**src/rtl/loader_pkg.sv**
```systemverilog
// Shared types and constants for the instruction memory loader.
// LOADER_CHECKSUM_EN adds the CHECK state used for the trailing checksum byte.
package loader_pkg;

  localparam logic [31:0] HALT_WORD  = 32'hFFFF_FFFF;
  localparam int          WORD_BYTES = 4;

  typedef enum logic [2:0] {
    S_IDLE  = 3'd0,
    S_RECV  = 3'd1,
    S_WRITE = 3'd2,
`ifdef LOADER_CHECKSUM_EN
    S_CHECK = 3'd3,
`endif
    S_DONE  = 3'd4,
    S_ERROR = 3'd5
  } state_t;

endpackage

```
**src/rtl/instr_mem_loader.sv**
```systemverilog
// Assembles a big-endian byte stream into 32-bit words and writes them to instruction memory.
// Optional macro LOADER_CHECKSUM_EN: after the halt word, a trailing XOR checksum byte is verified.
module instr_mem_loader
  import loader_pkg::*;
#(
  parameter int NBITS  = 32,
  parameter int CELDAS = 160,
  parameter int NBYTE  = 8
) (
  input  logic             i_clk,
  input  logic             i_reset,
  input  logic             i_start,
  input  logic [NBYTE-1:0] i_rx_data,
  input  logic             i_rx_valid,
  output logic             o_wr_en,
  output logic [NBITS-1:0] o_wr_addr,
  output logic [NBITS-1:0] o_wr_data,
  output logic             o_busy,
  output logic             o_done,
  output logic             o_error,
  output logic [NBITS-1:0] o_word_count,
  output state_t           o_state
);

  // Byte stream handshake: a byte is consumed in any cycle where i_rx_valid is high
  // and the loader is in RECV or WRITE (or CHECK for the checksum byte); there is no
  // backpressure, so the sender may present one byte every cycle.

  state_t                   state_q, state_d;
  logic [NBITS-1:0]         addr_q;
  logic [1:0]               cnt_q;
  logic [NBITS-NBYTE-1:0]   shift_q;
  logic [NBITS-1:0]         wr_addr_q;
  logic [NBITS-1:0]         wr_data_q;
  logic [NBITS-1:0]         count_q;
`ifdef LOADER_CHECKSUM_EN
  logic [NBYTE-1:0]         csum_q;
`endif

  logic byte_take;
  logic word_full;
  logic new_load;
  logic is_halt;
  logic last_slot;

  always_comb begin
    byte_take = i_rx_valid && (state_q == S_RECV || state_q == S_WRITE);
    // A byte seen during WRITE always lands in slot 0, so only RECV can complete a word.
    word_full = byte_take && (state_q == S_RECV) && (cnt_q == 2'd3);
    new_load  = i_start && (state_q == S_IDLE || state_q == S_DONE || state_q == S_ERROR);
    is_halt   = (wr_data_q == NBITS'(HALT_WORD));
    last_slot = (wr_addr_q == NBITS'(CELDAS - WORD_BYTES));
  end

  always_comb begin
    state_d = state_q;
    case (state_q)
      S_IDLE, S_DONE, S_ERROR: if (i_start) state_d = S_RECV;
      S_RECV:                  if (word_full) state_d = S_WRITE;
      S_WRITE: begin
        if (is_halt) begin
`ifdef LOADER_CHECKSUM_EN
          state_d = S_CHECK;
`else
          state_d = S_DONE;
`endif
        end else if (last_slot) begin
          state_d = S_ERROR;
        end else begin
          state_d = S_RECV;
        end
      end
`ifdef LOADER_CHECKSUM_EN
      S_CHECK: if (i_rx_valid) state_d = (i_rx_data == csum_q) ? S_DONE : S_ERROR;
`endif
      default: state_d = S_IDLE;
    endcase
  end

  always_ff @(posedge i_clk) begin
    if (i_reset) begin
      state_q   <= S_IDLE;
      addr_q    <= '0;
      cnt_q     <= '0;
      shift_q   <= '0;
      wr_addr_q <= '0;
      wr_data_q <= '0;
      count_q   <= '0;
`ifdef LOADER_CHECKSUM_EN
      csum_q    <= '0;
`endif
    end else begin
      state_q <= state_d;
      if (new_load) begin
        addr_q  <= '0;
        cnt_q   <= '0;
        shift_q <= '0;
        count_q <= '0;
`ifdef LOADER_CHECKSUM_EN
        csum_q  <= '0;
`endif
      end else begin
        if (byte_take) begin
          shift_q <= {shift_q[NBITS-2*NBYTE-1:0], i_rx_data};
          cnt_q   <= cnt_q + 2'd1;
`ifdef LOADER_CHECKSUM_EN
          csum_q  <= csum_q ^ i_rx_data;
`endif
        end
        // Write address/data are latched separately so a byte arriving during WRITE
        // cannot disturb them while the strobe is high.
        if (word_full) begin
          wr_data_q <= {shift_q, i_rx_data};
          wr_addr_q <= addr_q;
        end
        if (state_q == S_WRITE) begin
          addr_q  <= addr_q + NBITS'(WORD_BYTES);
          count_q <= count_q + 1'b1;
        end
      end
    end
  end

  always_comb begin
    o_wr_en      = (state_q == S_WRITE) && !i_reset;
    o_wr_addr    = wr_addr_q;
    o_wr_data    = wr_data_q;
`ifdef LOADER_CHECKSUM_EN
    o_busy       = (state_q == S_RECV) || (state_q == S_WRITE) || (state_q == S_CHECK);
`else
    o_busy       = (state_q == S_RECV) || (state_q == S_WRITE);
`endif
    o_done       = (state_q == S_DONE);
    o_error      = (state_q == S_ERROR);
    o_word_count = count_q;
    o_state      = state_q;
  end

endmodule

```
**config.mk**
```make
export PLATFORM = sky130hd
export DESIGN_NAME = instr_mem_loader
export DESIGN_NICKNAME = d
export VERILOG_FILES = /design/src/rtl/loader_pkg.sv /design/src/rtl/instr_mem_loader.sv
export SDC_FILE = /design/constraint.sdc
export NUM_CORES = 1
export LEC_CHECK = 0
export CAP_MARGIN = 20
export CORE_MARGIN = 5
export CORE_UTILIZATION = 40
export CTS_CLUSTER_DIAMETER = 200
export DETAILED_ROUTE_END_ITERATION = 6
export PLACE_DENSITY = 0.66
export SYNTH_ARGS = -nofsm -noshare
export SYNTH_HDL_FRONTEND = slang
export SYNTH_SLANG_ARGS = --single-unit
```
**constraint.sdc**
```tcl
create_clock -name i_clk -period 2.05 [get_ports i_clk]
set_input_delay 0.615 -clock i_clk [delete_from_list [all_inputs] [get_ports i_clk]]
set_output_delay 0.615 -clock i_clk [all_outputs]
set_load 0.02 [all_outputs]
```
==> summary.txt, run 1 <==
Clock tree
  – CTS Buffer Depth: 2
  – Total CTS buffers: 17
  – CTS tree: built
  – Skew-Pair Late Insertion Delay: 420 ps
  – Root cell of the clock tree: clkbuf_16
  – H-tree depth: 4
  – Clock transition at the registers of the reported paths: about 60 ps
  – # hold bufs at CTS: 0
  – Clk sinks: roughly 150

Global route
  – Initial antenna violation count: 0
  – GRT Util Overall: 18.8%
  – Number of global-route vias before repair: 5664
  – Grt ovf: 0
  – Largest net degree at the start of global routing: 56
  – First-pass GRT wire length: 28.3 mm

Timing
  – Final Setup Violations: 19
  – Final Hold Fails: 0
  – Fin crit period: approximately 2100 ps
  – FMAX: approximately 0.47 GHz
  – Slew HR: slightly above 60%
  – Slew Viols, Final: 0
  – Worst slew pin tran: between 500 and 600 ps
  – Final worst-path setup slack: -98.7 ps
  – RSZ-0062 raised after global routing: true
  – Post-route clock skew: ~9.4 ps
  – Final hold slack: roughly 450 ps
  – Final Cycle Share: 105%

Floorplan
  – Total die area: about 19000 um2
  – Num rows: 46
  – Die Y: ~140 um
  – Die W: 136 um
  – Initial core utilization: ~41%
  – Core area: ~16000 um2
  – Io pins: roughly 120

Finish
  – Diode count: 0
  – Layout area overhead: 42.2%
  – Register area: between 3000 and 4000 um2
  – Commonest non-fill, non-tap cell in the layout: nand2_1
  – Multi-input logic area: 3340 um2
  – Final non-filler cell total: between 1000 and 1500
  – # nets final: 947
  – Commonest cells after routing, fill and taps aside: 206 x nand2_1, 150 x dfxtp_1, 111 x a21oi_1
  – Fill cells: 1502
  – Share of layout cells above drive strength 1: between 15 and 20%

Synthesis
  – Number of flops mapped to enable cells by yosys: 0
  – Synth top area share: a little under half
  – FFs w/ async S/R, synth: 0%
  – Synth top area cells: dfxtp_1 48%, nand2_1 12%, a21oi_1 9.3%, clkbuf_1 2.9%, nand4_1 2.7%
  – Syn avg cell area: 8.05 um2
  – Synth Cell Area: about 6400 um2
  – Synth Instances: around 800
  – Top cell type by total area after synthesis: dfxtp_1
  – Post-synthesis cell type count: 40
  – FF+latch count, synth: around 150
  – Sequential-to-total area share from yosys stat: between 40 and 50%
  – Synthesis Warnings: 0
  – Synth Flop Type: dfxtp_1

Worst setup path
  – Critical path fanouts, max: 7
  – Worst Setup Path Type: reg2reg
  – CP Capture Type: flop
  – Crit path launch type: flop
  – CP cell instances: or3b_1, buf_6, or4_4, buf_6, or4_4, a21oi_2
  – CP required: around 2400 ps
  – CP max stage delay: ~550 ps
  – Crit path DAT: roughly 2500 ps
  – Worst-path cell with the longest stage delay: or4_4

Routing
  – Met3 wire len: 828 um
  – Post-route DRC: 0
  – Antenna viol nets, final: 0
  – Met2 wire length: ~8.4 mm
  – Routed len/inst: around 15 um
  – Iter 0 DRT Violations: about 380
  – TritonRoute pass-1 iters: 5
  – Vias/cell: 5.31
  – Via count: a little over 6000
  – Final WL: ~18 mm
  – WL met1: between 8 and 9 mm
  – Highest metal used: met4

Placed design
  – Worst slack, placed: -148 ps
  – Post-DP HPWL: between 10 and 15 mm
  – GPL Wtd Cong: 0.811
  – DP Cell Count: between 1000 and 1500
  – Count of input and output buffers: about 110

Power
  – Power per standard cell area: ~720 nW/um2
  – Max VDD drop: around 0.63 mV
  – P_leak: 3.74 nW

Worst hold path
  – Min-Delay Path Class: reg2reg

Run status
  – Status: finished with violations
  – Failing checks: negative setup slack

Flow run
  – Number of max-cap violations: 0
-- cell usage after synthesis (8+ instances only) --
cell	instances
nand2_1	206
dfxtp_1	153
a21oi_1	119
clkbuf_1	49
nand4_1	28
nor2_1	24
nand3_1	21
or4_1	21
o31ai_1	19
nor4_1	16
nand2b_1	15
inv_1	11
or3_1	11
xnor2_1	11
o21ai_0	10
and4_1	9
nor3_1	8
o311ai_0	8
o41ai_1	8
-- sequential cells by signal (all words and copies together), names as in the netlist --
name          cells
o_word_count     32
o_wr_data        32
addr_q           30
o_state           3
shift_q          24
cnt_q             2
o_wr_addr        30
-- repair_timing --
action | 4_1_cts | 5_1_grt
pin swaps | 16 | 6
endpoints found under the setup margin | 75 | 72
cloned | 2 | 0
setup buffers | 2 | 0
gates resized for setup | 86 | 65
-- stage by stage --
step | utilization, % | total power, W | TNS, ps | instance area, um2
final | 57.7 | 0.00656 | -908 | 9090
after global routing | 57.7 | 0.00673 | -2260 | 9090
after CTS | 56.0 | 0.00659 | -1060 | 8830
after detailed placement | 51.6 | 0.00325 | -10080 | 8140
after global placement | 51.6 | 0.00324 | -7180 | 8140
after floorplan | - | 0.00316 | -3070 | 6480
-- critical path, delay by kind of cell (launching register included) --
| kind | cells | cell delay (ps) |
|---|---|---|
| AOI/OAI and AO/OA | 1 | 120 |
| buffers and inverters | 2 | 310 |
| DFF | 1 | 340 |
| and+or+nand+nor | 3 | 1310 |
-- final cells by class --
class | count | area share, %
multi-input cells | 574 | 36.7
flip-flops and latches | 153 | 33.8
repair buffers | 175 | 19.1
clock buffers | 18 | 4.83
well taps | 216 | 2.97
clock inverters | 14 | 2.16
inverters | 11 | 0.454
-- where the power goes --
part           internal [W]  leakage, nW  switching, W
sequential          0.00298         1.23    0.00000553
combinational     0.0000743         2.20      0.000132
clock               0.00208        0.308       0.00129
-- final timing paths --
kind              slack [ps]                         end                      from  depth (start not counted)
hold reg to reg          450  o_wr_data[25]$_SDFFE_PP0P_  shift_q[17]$_SDFFE_PP0P_                          2
setup reg to reg        -100     addr_q[17]$_SDFFE_PP0N_   o_state[1]$_SDFFE_PP0P_                          6
setup / recovery        -100     addr_q[17]$_SDFFE_PP0N_   o_state[1]$_SDFFE_PP0P_                          6
hold / removal           450  o_wr_data[25]$_SDFFE_PP0P_  shift_q[17]$_SDFFE_PP0P_                          2
-- routing by layer --
| metal | up-vias | GRT usage (%) |
|---|---|---|
| li1 | 3090 | - |
| met4 | 0 | 5.77 |
| met2 | 160 | 29.1 |
| met5 | - | 0 |
| met1 | 2892 | 26.3 |
| met3 | 22 | 4.15 |
-- cell families (layout without fill, tap and decap cells) --
family | count (synthesis) | count (layout) | share of synthesized area [%]
buf+inv | 68 | 218 | 4.56
fa+ha+maj | 3 | 3 | 0.587
compound gates | 172 | 172 | 15.5
flops | 153 | 153 | 47.9
xor+xnor | 18 | 18 | 2.47
simple gates | 374 | 374 | 28.1
mux | 5 | 5 | 0.783
other cells | 1 | 2 | 0.0587
Note: power is estimated with default switching activity, not from simulation.
==> run 2: changes to the inputs <==
--- a/config.mk
+++ b/config.mk
@@ -7,10 +7,10 @@
 export LEC_CHECK = 0
 export CAP_MARGIN = 20
 export CORE_MARGIN = 5
-export CORE_UTILIZATION = 40
+export CORE_UTILIZATION = 47
 export CTS_CLUSTER_DIAMETER = 200
 export DETAILED_ROUTE_END_ITERATION = 6
-export PLACE_DENSITY = 0.66
+export PLACE_DENSITY = 0.76
 export SYNTH_ARGS = -nofsm -noshare
 export SYNTH_HDL_FRONTEND = slang
 export SYNTH_SLANG_ARGS = --single-unit
==> run 2 against run 1 <==
Against the previous run:
- the flow still finishes with violations (negative setup slack)
- utilization is 8.4 points higher
- sequential power hardly changed
- maximum frequency is 2.0% higher
- cell count is 4.6% lower
- sequential cell count stayed put
- design area is 3.4% lower
- count of clock-buffer cells in the layout is 5 higher
- register-to-register slack better by 40 ps
- critical path depth is 2 lower
- combinational power is 4% lower
- critical path type unchanged
- critical endpoint is now addr_q[22]$_SDFFE_PP0N_
- highest routed layer unchanged
==> summary.txt, run 2 (synthesis results as in run 1) <==
Run status
  – Status: finished with violations (unchanged)
  – Failing checks: negative setup slack (unchanged)

Timing
  – Final Cycle Share: 103% (was 105%)
  – Final worst-path setup slack: -56.1 ps (was -98.7 ps)
  – Slew HR: 62.3% (was 61.1%)
  – Fin crit period: 2110 ps (was 2150 ps)
  – Slew Viols, Final: 0 (unchanged)
  – Post-route clock skew: 8.23 ps (was 9.43 ps)
  – Final Setup Violations: 9 (was 19)
  – Final Hold Fails: 0 (unchanged)
  – Worst slew pin tran: 565 ps (was 584 ps)
  – FMAX: 0.475 GHz (was 0.465 GHz)
  – RSZ-0062 raised after global routing: true (unchanged)
  – Setup TNS: -319 ps (was -908 ps)

Routing
  – Final WL: 17.2 mm (was 17.8 mm)
  – Vias/cell: 5.59 (was 5.31)
  – Via count: 6193 (was 6164)
  – Antenna viol nets, final: 0 (unchanged)
  – Routed len/inst: 15.5 um (was 15.3 um)
  – Post-route DRC: 0 (unchanged)
  – Iter 0 DRT Violations: 447 (was 377)
  – TritonRoute pass-1 iters: 5 (unchanged)

Worst setup path
  – Critical path fanouts, max: 8 (was 7)
  – Worst-path cell with the longest stage delay: or4_4 (unchanged)
  – Crit-path most repeated cell: or4_4
  – Critical path's top delay family: simple AND/OR/NAND/NOR gates (unchanged)
  – CP Capture Type: flop (unchanged)
  – Crit path launch type: flop (unchanged)
  – CP cell instances: or3b_4, or4_4, or4_4, a21oi_2 (was or3b_1, buf_6, or4_4, buf_6, or4_4, a21oi_2)
  – CP max stage delay: 610 ps (was 550 ps)
  – Crit path DAT: 2460 ps (was 2510 ps)
  – Worst Setup Path Type: reg2reg (unchanged)
  – Critical path buffers and inverters: 0 (was 2)
  – CP required: 2400 ps (was 2410 ps)

Floorplan
  – Die Y: 127 um (was 136 um)
  – Num rows: 42 (was 46)
  – Core area: 13300 um2 (was 15800 um2)
  – Die W: 127 um (was 136 um)
  – Total die area: 16000 um2 (was 18600 um2)
  – Initial core utilization: 48.1% (was 40.5%)
  – Io pins: 115 (unchanged)

Clock tree
  – Clk sinks: 153 (unchanged)
  – H-tree depth: 4 (unchanged)
  – Root cell of the clock tree: clkbuf_16 (unchanged)
  – # hold bufs at CTS: 0 (unchanged)
  – CTS tree: built (unchanged)
  – CTS Buffer Depth: 2 (unchanged)
  – Skew-Pair Late Insertion Delay: 420 ps (about the same)
  – Clock transition at the registers of the reported paths: 60 ps (about the same)
  – Total CTS buffers: 17 (unchanged)

Worst hold path
  – Min-Delay Path Class: reg2reg (unchanged)

Global route
  – Grt ovf: 0 (unchanged)
  – First-pass GRT wire length: 28.2 mm (was 28.3 mm)
  – Initial antenna violation count: 0 (unchanged)
  – GRT Util Overall: 21.2% (was 18.8%)
  – Number of global-route vias before repair: 5691 (was 5664)
  – Largest net degree at the start of global routing: 64 (was 56)

Finish
  – Fill cells: 1139 (was 1502)
  – Final non-filler cell total: 1108 (was 1161)
  – Share of layout cells above drive strength 1: 12.4% (was 15.3%)
  – Diode count: 0 (unchanged)
  – Layout area overhead: 37.3% (was 42.2%)
  – # nets final: 936 (was 947)
  – Register area: 3070 um2 (about the same)
  – Commonest cells after routing, fill and taps aside: 206 x nand2_1, 151 x dfxtp_1, 114 x a21oi_1 (was 206 x nand2_1, 150 x dfxtp_1, 111 x a21oi_1)
  – Multi-input logic area: 3220 um2 (was 3340 um2)
  – Commonest non-fill, non-tap cell in the layout: nand2_1 (unchanged)

Power
  – Final Power: 0.00631 W (was 0.00656 W)
  – P_leak: 3.66 nW (was 3.74 nW)
  – Power per standard cell area: 719 nW/um2 (was 721 nW/um2)
  – Max VDD drop: 0.472 mV (was 0.634 mV)

Placed design
  – DP Cell Count: 1074 (was 1125)
  – GPL Wtd Cong: 0.834 (was 0.811)
  – Post-DP HPWL: 11.4 mm (was 11.9 mm)
  – Count of input and output buffers: 112 (unchanged)
  – Worst slack, placed: -165 ps (was -148 ps)

Flow run
  – Number of max-cap violations: 0 (unchanged)
run 2: worst paths after layout:
| check | cells past startpoint | slack [ps] | start | endpoint |
|---|---|---|---|---|
| hold reg to reg | 2 | 450 | shift_q[18]$_SDFFE_PP0P_ | o_wr_data[26]$_SDFFE_PP0P_ |
| hold / removal | 2 | 450 | shift_q[18]$_SDFFE_PP0P_ | o_wr_data[26]$_SDFFE_PP0P_ |
| setup reg to reg | 4 | -60 | o_state[1]$_SDFFE_PP0P_ | addr_q[22]$_SDFFE_PP0N_ |
| setup / recovery | 4 | -60 | o_state[1]$_SDFFE_PP0P_ | addr_q[22]$_SDFFE_PP0N_ |
run 2: cell type report:
type,count,area share (%)
clock buffer,23,5.69
inverter,11,0.470
sequential,153,34.9
tap,176,2.51
clock inverter,7,1.03
timing repair buffer,163,18.7
multi-input combinational,575,36.7
run 2: repair_timing:
action                     in CTS  in global routing
setup endpoints to repair      76                 70
buffers inserted                1                  0
gates cloned                    3                  0
pin swaps                      13                  8
gates resized for setup        72                 55
run 2: power breakdown:
| group | internal [W] | leakage, nW | switching (W) |
|---|---|---|---|
| Sequential | 0.00298 | 1.23 | 0.00000539 |
| Combinational | 0.0000737 | 2.14 | 0.000124 |
| Clock | 0.00194 | 0.286 | 0.00119 |
run 2: routing by layer:
| metal | GRT usage, % | share of wire, % |
|---|---|---|
| met1 | 28.1 | 45 |
| met5 | 0 | 0 |
| met2 | 34.3 | 48 |
| met4 | 7.19 | 1.6 |
| met3 | 4.83 | 5.4 |
run 2: worst reg2reg max path, delay by kind of cell, from the launching register on:
kind	cells	cell delay (ps)
compound gates	1	140
flops	1	340
simple gates	3	1560
run 2: stage by stage:
stage / instance area (um2) / utilization (%) / hold WS, ps
floorplan: 6480 / - / 432
finish: 8780 / 66.0 / 452
global placement: 8020 / 60.3 / 439
detailed placement: 8020 / 60.3 / 446
CTS: 8610 / 64.8 / 455
global route: 8780 / 66.0 / 473
